## src/rtl/audio_pkg.sv

```systemverilog
// ---------------------------------------------------------------------------
// audio_pkg
// Shared types and constants for the audio playback path.
//   SAMPLE_BITS / VOLUME_BITS : default sample and gain widths
//   M_BUF_LEN                 : default master playback ring-buffer depth
//   FREQ_RES_BITS             : oscillator phase-step resolution
//   sample_t                  : signed audio sample
//   SourceControlReg_t        : per-source control register layout
//   mix_state_t               : mixer sequencing states
// ---------------------------------------------------------------------------
package audio_pkg;

  localparam int SAMPLE_BITS   = 16;
  localparam int VOLUME_BITS   = 8;
  localparam int M_BUF_LEN     = 256;
  localparam int FREQ_RES_BITS = 24;

  typedef logic signed [SAMPLE_BITS-1:0] sample_t;

  // Control word for one audio source (DMA stream or oscillator).
  typedef struct packed {
    logic                     enable;
    logic [VOLUME_BITS-1:0]   volume;
    logic [FREQ_RES_BITS-1:0] freq_step;
  } SourceControlReg_t;

  typedef enum logic [1:0] {
    MIX_IDLE  = 2'd0,
    MIX_ACCUM = 2'd1,
    MIX_WRITE = 2'd2
  } mix_state_t;

endpackage

```

## src/rtl/lrclk_edge_detect.sv

```systemverilog
// ---------------------------------------------------------------------------
// lrclk_edge_detect
// Brings the asynchronous I2S frame clock into the mclk domain and emits a
// one-cycle pulse for every falling edge.
//   mclk  in  : audio master clock
//   rst   in  : synchronous active-high reset
//   lrclk in  : I2S frame clock, asynchronous to mclk
//   tick  out : registered one-cycle pulse per lrclk falling edge
// The synchroniser and history flops reset to 1 so that an lrclk that is
// already low when reset releases still produces exactly one tick.
// ---------------------------------------------------------------------------
module lrclk_edge_detect (
  input  logic mclk,
  input  logic rst,
  input  logic lrclk,
  output logic tick
);

  import audio_pkg::*;

  logic sync_1;
  logic sync_2;
  logic sync_prev;

  always_ff @(posedge mclk) begin
    if (rst) begin
      sync_1    <= 1'b1;
      sync_2    <= 1'b1;
      sync_prev <= 1'b1;
      tick      <= 1'b0;
    end else begin
      sync_1    <= lrclk;
      sync_2    <= sync_1;
      sync_prev <= sync_2;
      // falling edge: previous synchronised level high, current low
      tick      <= sync_prev & ~sync_2;
    end
  end

endmodule

```

## src/rtl/audio_mix_engine.sv

```systemverilog
// ---------------------------------------------------------------------------
// audio_mix_engine
// N-channel serial multiply-accumulate mixer feeding the master playback
// ring buffer. Once per I2S frame it snapshots every channel, accumulates
// one channel per mclk and writes one mixed sample LAG entries behind the
// player's read index.
//
// Ports:
//   mclk        in  : audio master clock (sole clock)
//   rst         in  : synchronous active-high reset
//   lrclk       in  : I2S frame clock, asynchronous, synchronised inside
//   play_index  in  : player's current read index
//   ch_sample   in  : NUM_CH signed samples, channel 0 in the low bits
//   ch_vol      in  : NUM_CH unsigned gains, full scale = 2^VOLUME_BITS
//   ch_valid    in  : per-channel enable, disabled channels contribute 0
//   clr_flags   in  : clears clip and overrun (a same-cycle set wins)
//   wr_en       out : one-cycle buffer write strobe
//   wr_addr     out : buffer write address, held until the next write
//   wr_data     out : mixed sample, held until the next write
//   busy        out : mix in progress
//   clip        out : sticky, a mix saturated (saturating build only)
//   overrun     out : sticky, a frame tick arrived while busy
//
// Build option: define AUDIO_MIX_SATURATE_EN to clamp the mix to the sample
// range and report clamping on clip; otherwise the mix wraps to its low
// SAMPLE_BITS, matching the old two-source combinator, and clip stays 0.
// ---------------------------------------------------------------------------
module audio_mix_engine #(
  parameter int NUM_CH      = 4,
  parameter int SAMPLE_BITS = 16,
  parameter int VOLUME_BITS = 8,
  parameter int BUF_LEN     = 256,
  parameter int LAG         = 1
) (
  input  logic                            mclk,
  input  logic                            rst,
  input  logic                            lrclk,
  input  logic [$clog2(BUF_LEN)-1:0]      play_index,
  input  logic [NUM_CH*SAMPLE_BITS-1:0]   ch_sample,
  input  logic [NUM_CH*VOLUME_BITS-1:0]   ch_vol,
  input  logic [NUM_CH-1:0]               ch_valid,
  input  logic                            clr_flags,
  output logic                            wr_en,
  output logic [$clog2(BUF_LEN)-1:0]      wr_addr,
  output logic [SAMPLE_BITS-1:0]          wr_data,
  output logic                            busy,
  output logic                            clip,
  output logic                            overrun
);

  import audio_pkg::*;

  localparam int AW      = $clog2(BUF_LEN);
  localparam int CW      = (NUM_CH > 1) ? $clog2(NUM_CH) : 1;
  localparam int P_W     = SAMPLE_BITS + VOLUME_BITS + 1;
  // one guard bit per doubling of channel count plus the gain sign bit,
  // so a full-scale sum of every channel cannot overflow
  localparam int ACC_W   = SAMPLE_BITS + VOLUME_BITS + $clog2(NUM_CH) + 1;
  localparam int LAST_CH = NUM_CH - 1;

  // -------------------------------------------------------------------------
  // Arithmetic helpers
  // -------------------------------------------------------------------------

  // signed sample times zero-extended gain, widened to the accumulator
  function automatic logic signed [ACC_W-1:0] mac_term(
    input logic signed [SAMPLE_BITS-1:0] s,
    input logic        [VOLUME_BITS-1:0] g,
    input logic                          en
  );
    logic signed [P_W-1:0] p;
    p = P_W'(s) * P_W'($signed({1'b0, g}));
    return en ? ACC_W'(p) : '0;
  endfunction

`ifdef AUDIO_MIX_SATURATE_EN
  localparam logic signed [ACC_W-1:0] S_MAX =
    ACC_W'((64'sd1 <<< (SAMPLE_BITS - 1)) - 64'sd1);
  localparam logic signed [ACC_W-1:0] S_MIN = ~S_MAX;

  // floor-scale by the gain full scale, then clamp to the sample range
  function automatic logic [SAMPLE_BITS-1:0] reduce_mix(
    input logic signed [ACC_W-1:0] a
  );
    logic signed [ACC_W-1:0] q;
    q = a >>> VOLUME_BITS;
    if (q > S_MAX) begin
      return S_MAX[SAMPLE_BITS-1:0];
    end else if (q < S_MIN) begin
      return S_MIN[SAMPLE_BITS-1:0];
    end
    return q[SAMPLE_BITS-1:0];
  endfunction

  function automatic logic mix_saturates(
    input logic signed [ACC_W-1:0] a
  );
    logic signed [ACC_W-1:0] q;
    q = a >>> VOLUME_BITS;
    return (q > S_MAX) || (q < S_MIN);
  endfunction
`else
  // floor-scale by the gain full scale and keep the low SAMPLE_BITS
  // (the bit slice of a two's-complement value is the floored shift)
  function automatic logic [SAMPLE_BITS-1:0] reduce_mix(
    input logic signed [ACC_W-1:0] a
  );
    return a[VOLUME_BITS +: SAMPLE_BITS];
  endfunction
`endif

  // -------------------------------------------------------------------------
  // Frame tick
  // -------------------------------------------------------------------------
  logic tick;

  lrclk_edge_detect u_edge (
    .mclk  (mclk),
    .rst   (rst),
    .lrclk (lrclk),
    .tick  (tick)
  );

  // -------------------------------------------------------------------------
  // Stage p0: frame snapshot of all channel inputs and the write address
  // -------------------------------------------------------------------------
  mix_state_t                    state;
  logic [CW-1:0]                 ch_idx;
  logic signed [SAMPLE_BITS-1:0] samp_p0  [NUM_CH];
  logic [VOLUME_BITS-1:0]        vol_p0   [NUM_CH];
  logic [NUM_CH-1:0]             valid_p0;
  logic [AW-1:0]                 addr_p0;
  logic                          snap;

  assign snap = (state == MIX_IDLE) && tick;

  always_ff @(posedge mclk) begin
    if (snap) begin
      for (int i = 0; i < NUM_CH; i++) begin
        samp_p0[i] <= $signed(ch_sample[i*SAMPLE_BITS +: SAMPLE_BITS]);
        vol_p0[i]  <= ch_vol[i*VOLUME_BITS +: VOLUME_BITS];
      end
      valid_p0 <= ch_valid;
      // modular subtraction wraps the write-behind address naturally
      addr_p0  <= play_index - AW'(LAG);
    end
  end

  // -------------------------------------------------------------------------
  // Stage p1: serial accumulate, one channel per cycle
  // -------------------------------------------------------------------------
  logic signed [ACC_W-1:0]  acc_p1;
  logic signed [ACC_W-1:0]  acc_sum;
  logic [SAMPLE_BITS-1:0]   mix_out;
  logic                     last_step;

  always_comb begin
    acc_sum = acc_p1 + mac_term(samp_p0[ch_idx], vol_p0[ch_idx],
                                valid_p0[ch_idx]);
    mix_out = reduce_mix(acc_sum);
  end

  assign last_step = (state == MIX_ACCUM) && (ch_idx == CW'(LAST_CH));

  // The final product is folded in combinationally on the last ACCUM cycle
  // so the write strobe and data land together on the WRITE cycle.
  always_ff @(posedge mclk) begin
    if (rst) begin
      state   <= MIX_IDLE;
      ch_idx  <= '0;
      acc_p1  <= '0;
      wr_en   <= 1'b0;
      wr_addr <= '0;
      wr_data <= '0;
      busy    <= 1'b0;
    end else begin
      wr_en <= 1'b0;
      case (state)
        MIX_IDLE: begin
          if (tick) begin
            acc_p1 <= '0;
            ch_idx <= '0;
            busy   <= 1'b1;
            state  <= MIX_ACCUM;
          end
        end
        MIX_ACCUM: begin
          acc_p1 <= acc_sum;
          if (ch_idx == CW'(LAST_CH)) begin
            wr_en   <= 1'b1;
            wr_addr <= addr_p0;
            wr_data <= mix_out;
            state   <= MIX_WRITE;
          end else begin
            ch_idx <= ch_idx + CW'(1);
          end
        end
        MIX_WRITE: begin
          busy  <= 1'b0;
          state <= MIX_IDLE;
        end
        default: begin
          busy  <= 1'b0;
          state <= MIX_IDLE;
        end
      endcase
    end
  end

  // -------------------------------------------------------------------------
  // Stage p2: sticky status flags
  // -------------------------------------------------------------------------
  logic overrun_set;

  // a tick outside IDLE is dropped; the mix in flight is left untouched
  assign overrun_set = tick && (state != MIX_IDLE);

  always_ff @(posedge mclk) begin
    if (rst) begin
      overrun <= 1'b0;
    end else if (overrun_set) begin
      overrun <= 1'b1;
    end else if (clr_flags) begin
      overrun <= 1'b0;
    end
  end

`ifdef AUDIO_MIX_SATURATE_EN
  logic clip_set;

  assign clip_set = last_step && mix_saturates(acc_sum);

  always_ff @(posedge mclk) begin
    if (rst) begin
      clip <= 1'b0;
    end else if (clip_set) begin
      clip <= 1'b1;
    end else if (clr_flags) begin
      clip <= 1'b0;
    end
  end
`else
  logic unused_last_step;

  assign unused_last_step = last_step;
  assign clip             = 1'b0;
`endif

endmodule
```

## config.mk

```make
export PLATFORM = sky130hd
export DESIGN_NAME = audio_mix_engine
export DESIGN_NICKNAME = d
export VERILOG_FILES = /design/src/rtl/audio_pkg.sv /design/src/rtl/lrclk_edge_detect.sv /design/src/rtl/audio_mix_engine.sv
export SDC_FILE = /design/constraint.sdc
export NUM_CORES = 1
export LEC_CHECK = 0
export ABC_CLOCK_PERIOD_IN_PS = 7600
export CORE_AREA = 3 3 210 212
export DETAILED_ROUTE_END_ITERATION = 8
export DIE_AREA = 0 0 213 215
export GPL_ROUTABILITY_DRIVEN = 0
export HOLD_SLACK_MARGIN = 0.12
export PLACE_DENSITY_LB_ADDON = 0.15
export SLEW_MARGIN = 0
export SYNTH_ARGS = -nofsm -noshare
export SYNTH_HDL_FRONTEND = slang
export SYNTH_SLANG_ARGS = --single-unit
```

## constraint.sdc

```tcl
create_clock -name mclk -period 7.6 [get_ports mclk]
set_input_delay 1.14 -clock mclk [delete_from_list [all_inputs] [get_ports mclk]]
set_output_delay 1.14 -clock mclk [all_outputs]
set_load 0.02 [all_outputs]
```

==> impl_results.html <==
<table>
<tr><th>Metric</th><th>Value</th></tr>
<tr><th colspan="2">Logic synthesis</th></tr>
<tr><td>Main flop type after synthesis</td><td>sky130_fd_sc_hd__edfxtp_1</td></tr>
<tr><td>Most common cell in the netlist</td><td>sky130_fd_sc_hd__inv_1</td></tr>
<tr><td>Synth Instances</td><td>1107</td></tr>
<tr><td>Dominant cell type by area after synthesis</td><td>sky130_fd_sc_hd__edfxtp_1</td></tr>
<tr><td>Number of enable-type register cells in the synthesized netlist</td><td>108</td></tr>
<tr><td>Fraction of the yosys area taken by sequential cells</td><td>37.7%</td></tr>
<tr><td>Area of the mapped netlist</td><td>11900 µm²</td></tr>
<tr><td>Nets in the synthesized netlist</td><td>1392</td></tr>
<tr><td>FF+latch count, synth</td><td>169</td></tr>
<tr><td>Mapped Avg Cell Area</td><td>10.7 µm²</td></tr>
<tr><td>Fraction of synthesized cell area taken by the top area cell type</td><td>27.4%</td></tr>
<tr><td>Commonest cells in the synthesized netlist</td><td>160 x sky130_fd_sc_hd__inv_1, 124 x sky130_fd_sc_hd__nand2_1, 108 x sky130_fd_sc_hd__edfxtp_1, 101 x sky130_fd_sc_hd__fa_1, 77 x sky130_fd_sc_hd__and2_1</td></tr>
<tr><td>Async SR Flop Fraction</td><td>0%</td></tr>
<tr><td>Number of warnings printed during yosys synthesis</td><td>0</td></tr>
<tr><td>Leading post-synthesis cells by cell area</td><td>sky130_fd_sc_hd__edfxtp_1 27%, sky130_fd_sc_hd__fa_1 17%, sky130_fd_sc_hd__dfxtp_1 10%</td></tr>
<tr><td>Distinct cell type count of the synthesized netlist</td><td>69</td></tr>
<tr><th colspan="2">Worst setup path</th></tr>
<tr><td>Crit end category</td><td>flop</td></tr>
<tr><td>Critical path data required time</td><td>7.92 ns</td></tr>
<tr><td>Category of the most critical setup path</td><td>reg2reg</td></tr>
<tr><td>Kind of start point of the critical path</td><td>flop</td></tr>
<tr><td>Critical-path cell list</td><td>buf_4 -&gt; mux4_2 -&gt; and2_1 -&gt; fa_1 -&gt; fa_1 -&gt; inv_1 -&gt; fa_1 -&gt; fa_1 -&gt; inv_1 -&gt; ha_1 -&gt; o21a_1 -&gt; o21a_1 -&gt; or3_1 -&gt; a31o_2 -&gt; a21oi_1 -&gt; xor2_1 -&gt; nor2_1 -&gt; ha_1 -&gt; nand4_1 -&gt; o221ai_4 -&gt; a2111oi_2 -&gt; or4_1 -&gt; a32oi_1 -&gt; nor2_1</td></tr>
<tr><td>Data arrival, critical path</td><td>7.48 ns</td></tr>
<tr><td>Crit Path Max Fanout</td><td>7</td></tr>
<tr><td>Worst Reg2Reg Path Length in Cells</td><td>24</td></tr>
<tr><td>Worst setup slack for register-to-register paths</td><td>0.44 ns</td></tr>
<tr><td>Terminus of the critical flop-to-flop path</td><td>acc_p1[21]$_SDFFE_PP0P_</td></tr>
<tr><td>Cell mode on critical path</td><td>sky130_fd_sc_hd__fa_1</td></tr>
<tr><td>CP max-delay cell</td><td>sky130_fd_sc_hd__mux4_2</td></tr>
<tr><td>Worst Setup EP</td><td>acc_p1[21]$_SDFFE_PP0P_</td></tr>
<tr><td>Slowest Stage Delay on Critical Path</td><td>0.65 ns</td></tr>
<tr><th colspan="2">STA</th></tr>
<tr><td>Max transition margin</td><td>29.3%</td></tr>
<tr><td>Peak Freq</td><td>140 MHz</td></tr>
<tr><td>Final Critical Period</td><td>7.16 ns</td></tr>
<tr><td>Layout Skew</td><td>0.00928 ns</td></tr>
<tr><td>Actual transition at the worst max-transition pin</td><td>1.06 ns</td></tr>
<tr><td>Final-report hold violation count</td><td>0</td></tr>
<tr><td>Final setup violation count</td><td>0</td></tr>
<tr><td>Total Negative Setup Slacks</td><td>0 ns</td></tr>
<tr><td>Final Cycle Share</td><td>94.2%</td></tr>
<tr><td>Unrepaired setup endpoints after global routing</td><td>no</td></tr>
<tr><td>Final slew viol count</td><td>0</td></tr>
<tr><th colspan="2">Placed design</th></tr>
<tr><td>Count of buffers inserted at the top-level ports</td><td>138</td></tr>
<tr><td>DP HPWL</td><td>22.0 mm</td></tr>
<tr><td>Placed instance count</td><td>1760</td></tr>
<tr><th colspan="2">GRT</th></tr>
<tr><td>Met1 routing resource usage after global routing</td><td>15.9%</td></tr>
<tr><td>Number of antenna violations at the first check in global routing</td><td>3</td></tr>
<tr><td>Number of global-route vias before repair</td><td>8548</td></tr>
<tr><td>Most used routing layer</td><td>met2</td></tr>
<tr><td>Global-route congestion overflow total</td><td>0</td></tr>
<tr><td>Pin count of the biggest net entering global routing</td><td>68</td></tr>
<tr><td>Fraction of met2 tracks used by global routing</td><td>22.9%</td></tr>
<tr><td>Global-route wire length before repair</td><td>45.9 mm</td></tr>
<tr><td>Met3 routing resource usage after global routing</td><td>2.39%</td></tr>
<tr><td>GRT Total Usage</td><td>12.9%</td></tr>
<tr><th colspan="2">Job</th></tr>
<tr><td>Max Cap Violations</td><td>0</td></tr>
<tr><th colspan="2">Clock tree</th></tr>
<tr><td>Clock root buffer master</td><td>sky130_fd_sc_hd__clkbuf_16</td></tr>
<tr><td>H-tree depth</td><td>4</td></tr>
<tr><td>CTS max path bufs</td><td>2</td></tr>
<tr><td>Clock Sink Count</td><td>169</td></tr>
<tr><td>Worst-path clk slew</td><td>0.07 ns</td></tr>
<tr><td>Clock buffers created by TritonCTS</td><td>17</td></tr>
<tr><td>TritonCTS clock tree</td><td>built</td></tr>
<tr><td>Hold buffer count at cts</td><td>0</td></tr>
<tr><td>Clk Latency, worst-skew pair</td><td>0.46 ns</td></tr>
<tr><th colspan="2">Final layout</th></tr>
<tr><td>Area of the multi-input gates</td><td>6680 µm²</td></tr>
<tr><td>Area grow syn2layout</td><td>22.9%</td></tr>
<tr><td># nets final</td><td>1535</td></tr>
<tr><td>Number of inserted diodes</td><td>0</td></tr>
<tr><td>Final cell count without fillers</td><td>1802</td></tr>
<tr><td>Layout cell share with drive strength beyond 1</td><td>7.68%</td></tr>
<tr><td>Register area</td><td>4470 µm²</td></tr>
<tr><td>Count of filler cells inserted in the layout</td><td>4233</td></tr>
<tr><th colspan="2">Detailed routing</th></tr>
<tr><td>Count of nets left with antenna violations after detail routing</td><td>0</td></tr>
<tr><td>Via density</td><td>4.56</td></tr>
<tr><td>Routed WL</td><td>29.0 mm</td></tr>
<tr><td># DRC</td><td>0</td></tr>
<tr><td>Pre-antenna DRT Iters</td><td>5</td></tr>
<tr><td>DRC marker count from the first detailed-route iteration</td><td>330</td></tr>
<tr><td>Avg WL per Cell</td><td>16.1 µm</td></tr>
<tr><td>Total vias in the final route</td><td>8225</td></tr>
<tr><th colspan="2">Min path</th></tr>
<tr><td>Startpoint of the lowest-slack hold path</td><td>u_edge.sync_1$_SDFF_PP1_</td></tr>
<tr><td>Hold depth</td><td>1</td></tr>
<tr><td>Worst min-delay path category</td><td>reg2reg</td></tr>
<tr><th colspan="2">Die</th></tr>
<tr><td>Core region area</td><td>42100 µm²</td></tr>
<tr><td>Site Rows</td><td>75</td></tr>
<tr><td>Die footprint</td><td>45800 µm²</td></tr>
<tr><td>Starting density of the core</td><td>28.1%</td></tr>
<tr><td>Total I/O pin count</td><td>140</td></tr>
<tr><td>Width of the die</td><td>213 µm</td></tr>
<tr><td>Die Y-Extent</td><td>215 µm</td></tr>
<tr><th colspan="2">Pwr</th></tr>
<tr><td>Maximum ir drop on the vdd rail</td><td>236 µV</td></tr>
<tr><td>Leakage</td><td>5.92 nW</td></tr>
<tr><td>Power per cell area</td><td>233 nW/µm²</td></tr>
<tr><th colspan="2">Run status</th></tr>
<tr><td>Status</td><td>complete, no violations</td></tr>
</table>
[power by group]
group / internal (mW) / switching, mW / leakage, nW
Combinational: 0.657 / 0.866 / 4.16
Sequential: 0.996 / 0.00826 / 1.47
Clock: 0.463 / 0.407 / 0.283
Total: 2.12 / 1.28 / 5.92
[worst max-delay path: cells and delay by family (launching register included)]
kind                     cells  cell delay, ns
flip-flops                   1            0.35
AO/OA/AOI/OAI                7            1.45
XOR/XNOR                     1            0.17
buffers and inverters        3            0.31
multiplexers                 1            0.65
adder cells (fa/ha/maj)      6            2.67
AND/OR/NAND/NOR              6            1.41
[through the flow]
stage	total power, mW	instance area [µm²]	hold WS [ns]	util, %	setup slack (ns)
6_report	3.40	14600	0.410	34.6	0.439
5_1_grt	3.69	14600	0.425	34.6	0.0176
4_1_cts	3.46	14500	0.411	34.3	0.333
3_5_place_dp	2.57	13900	0.395	32.9	0.366
3_3_place_gp	2.57	13900	0.396	32.9	0.406
2_1_floorplan	2.19	11900	0.389	-	0.494
[routing by layer]
| metal | routed length (µm) | vias up |
|---|---|---|
| met1 | 12200 | 4091 |
| met4 | 389 | 0 |
| met5 | 0 | - |
| met3 | 1040 | 20 |
| li1 | - | 4023 |
| met2 | 15400 | 91 |
[sequential cells by signal (all words and copies together), names as in the netlist, named ones only]
signal / count
u_edge.sync_1: 1
u_edge.sync_2: 1
acc_p1: 24
state: 2
vol_p0: 32
u_edge.sync_prev: 1
wr_data: 16
samp_p0: 64
valid_p0: 4
addr_p0: 8
u_edge.tick: 1
wr_en: 1
overrun: 1
wr_addr: 8
ch_idx: 2
busy: 1
[cells by family after synthesis]
logic type                 count (synthesis)  share of synthesized area (%)
AOI/OAI and AO/OA                        162                           9.41
xor gates and xnor gates                  41                           3.03
adders and majority gates                173                           24.7
buffers and inverters                    194                           6.20
DFF                                      169                           37.7
muxes                                     28                           4.91
other                                      1                         0.0316
and+or+nand+nor                          339                           14.1
[what timing repair did]
item / in CTS / in global routing
gates resized for setup: 0 / 2
endpoints found under the setup margin: 0 / 7
setup buffers: 0 / 9
[worst min path at each step]
stage / to / slack, ns
3_5_place_dp: u_edge.sync_2$_SDFF_PP1_ / 0.39
3_3_place_gp: u_edge.sync_2$_SDFF_PP1_ / 0.40
2_1_floorplan: u_edge.sync_2$_SDFF_PP1_ / 0.39
4_1_cts: u_edge.sync_2$_SDFF_PP1_ / 0.41
5_1_grt: u_edge.sync_2$_SDFF_PP1_ / 0.43
6_report: u_edge.sync_2$_SDFF_PP1_ / 0.41
[cell type report]
| type | instances | area share (%) |
|---|---|---|
| clock inverter | 15 | 1.09 |
| timing repair buffer | 157 | 10.7 |
| tap | 539 | 4.63 |
| multi-input combinational | 745 | 45.9 |
| inverter | 160 | 4.14 |
| clock buffer | 17 | 2.92 |
| sequential | 169 | 30.7 |
[cell usage in the layout (no fill, tap or decap), types with 24 or more instances in the layout]
cell                              instances
sky130_fd_sc_hd__ha_1                    72
sky130_fd_sc_hd__clkdlybuf4s50_1        137
sky130_fd_sc_hd__edfxtp_1               108
sky130_fd_sc_hd__nor2_1                  50
sky130_fd_sc_hd__nand2_1                124
sky130_fd_sc_hd__mux4_2                  24
sky130_fd_sc_hd__dfxtp_1                 60
sky130_fd_sc_hd__inv_1                  159
sky130_fd_sc_hd__fa_1                   101
sky130_fd_sc_hd__and2_1                  77
sky130_fd_sc_hd__a21oi_1                 64
Power figures use the tool's default switching activity.
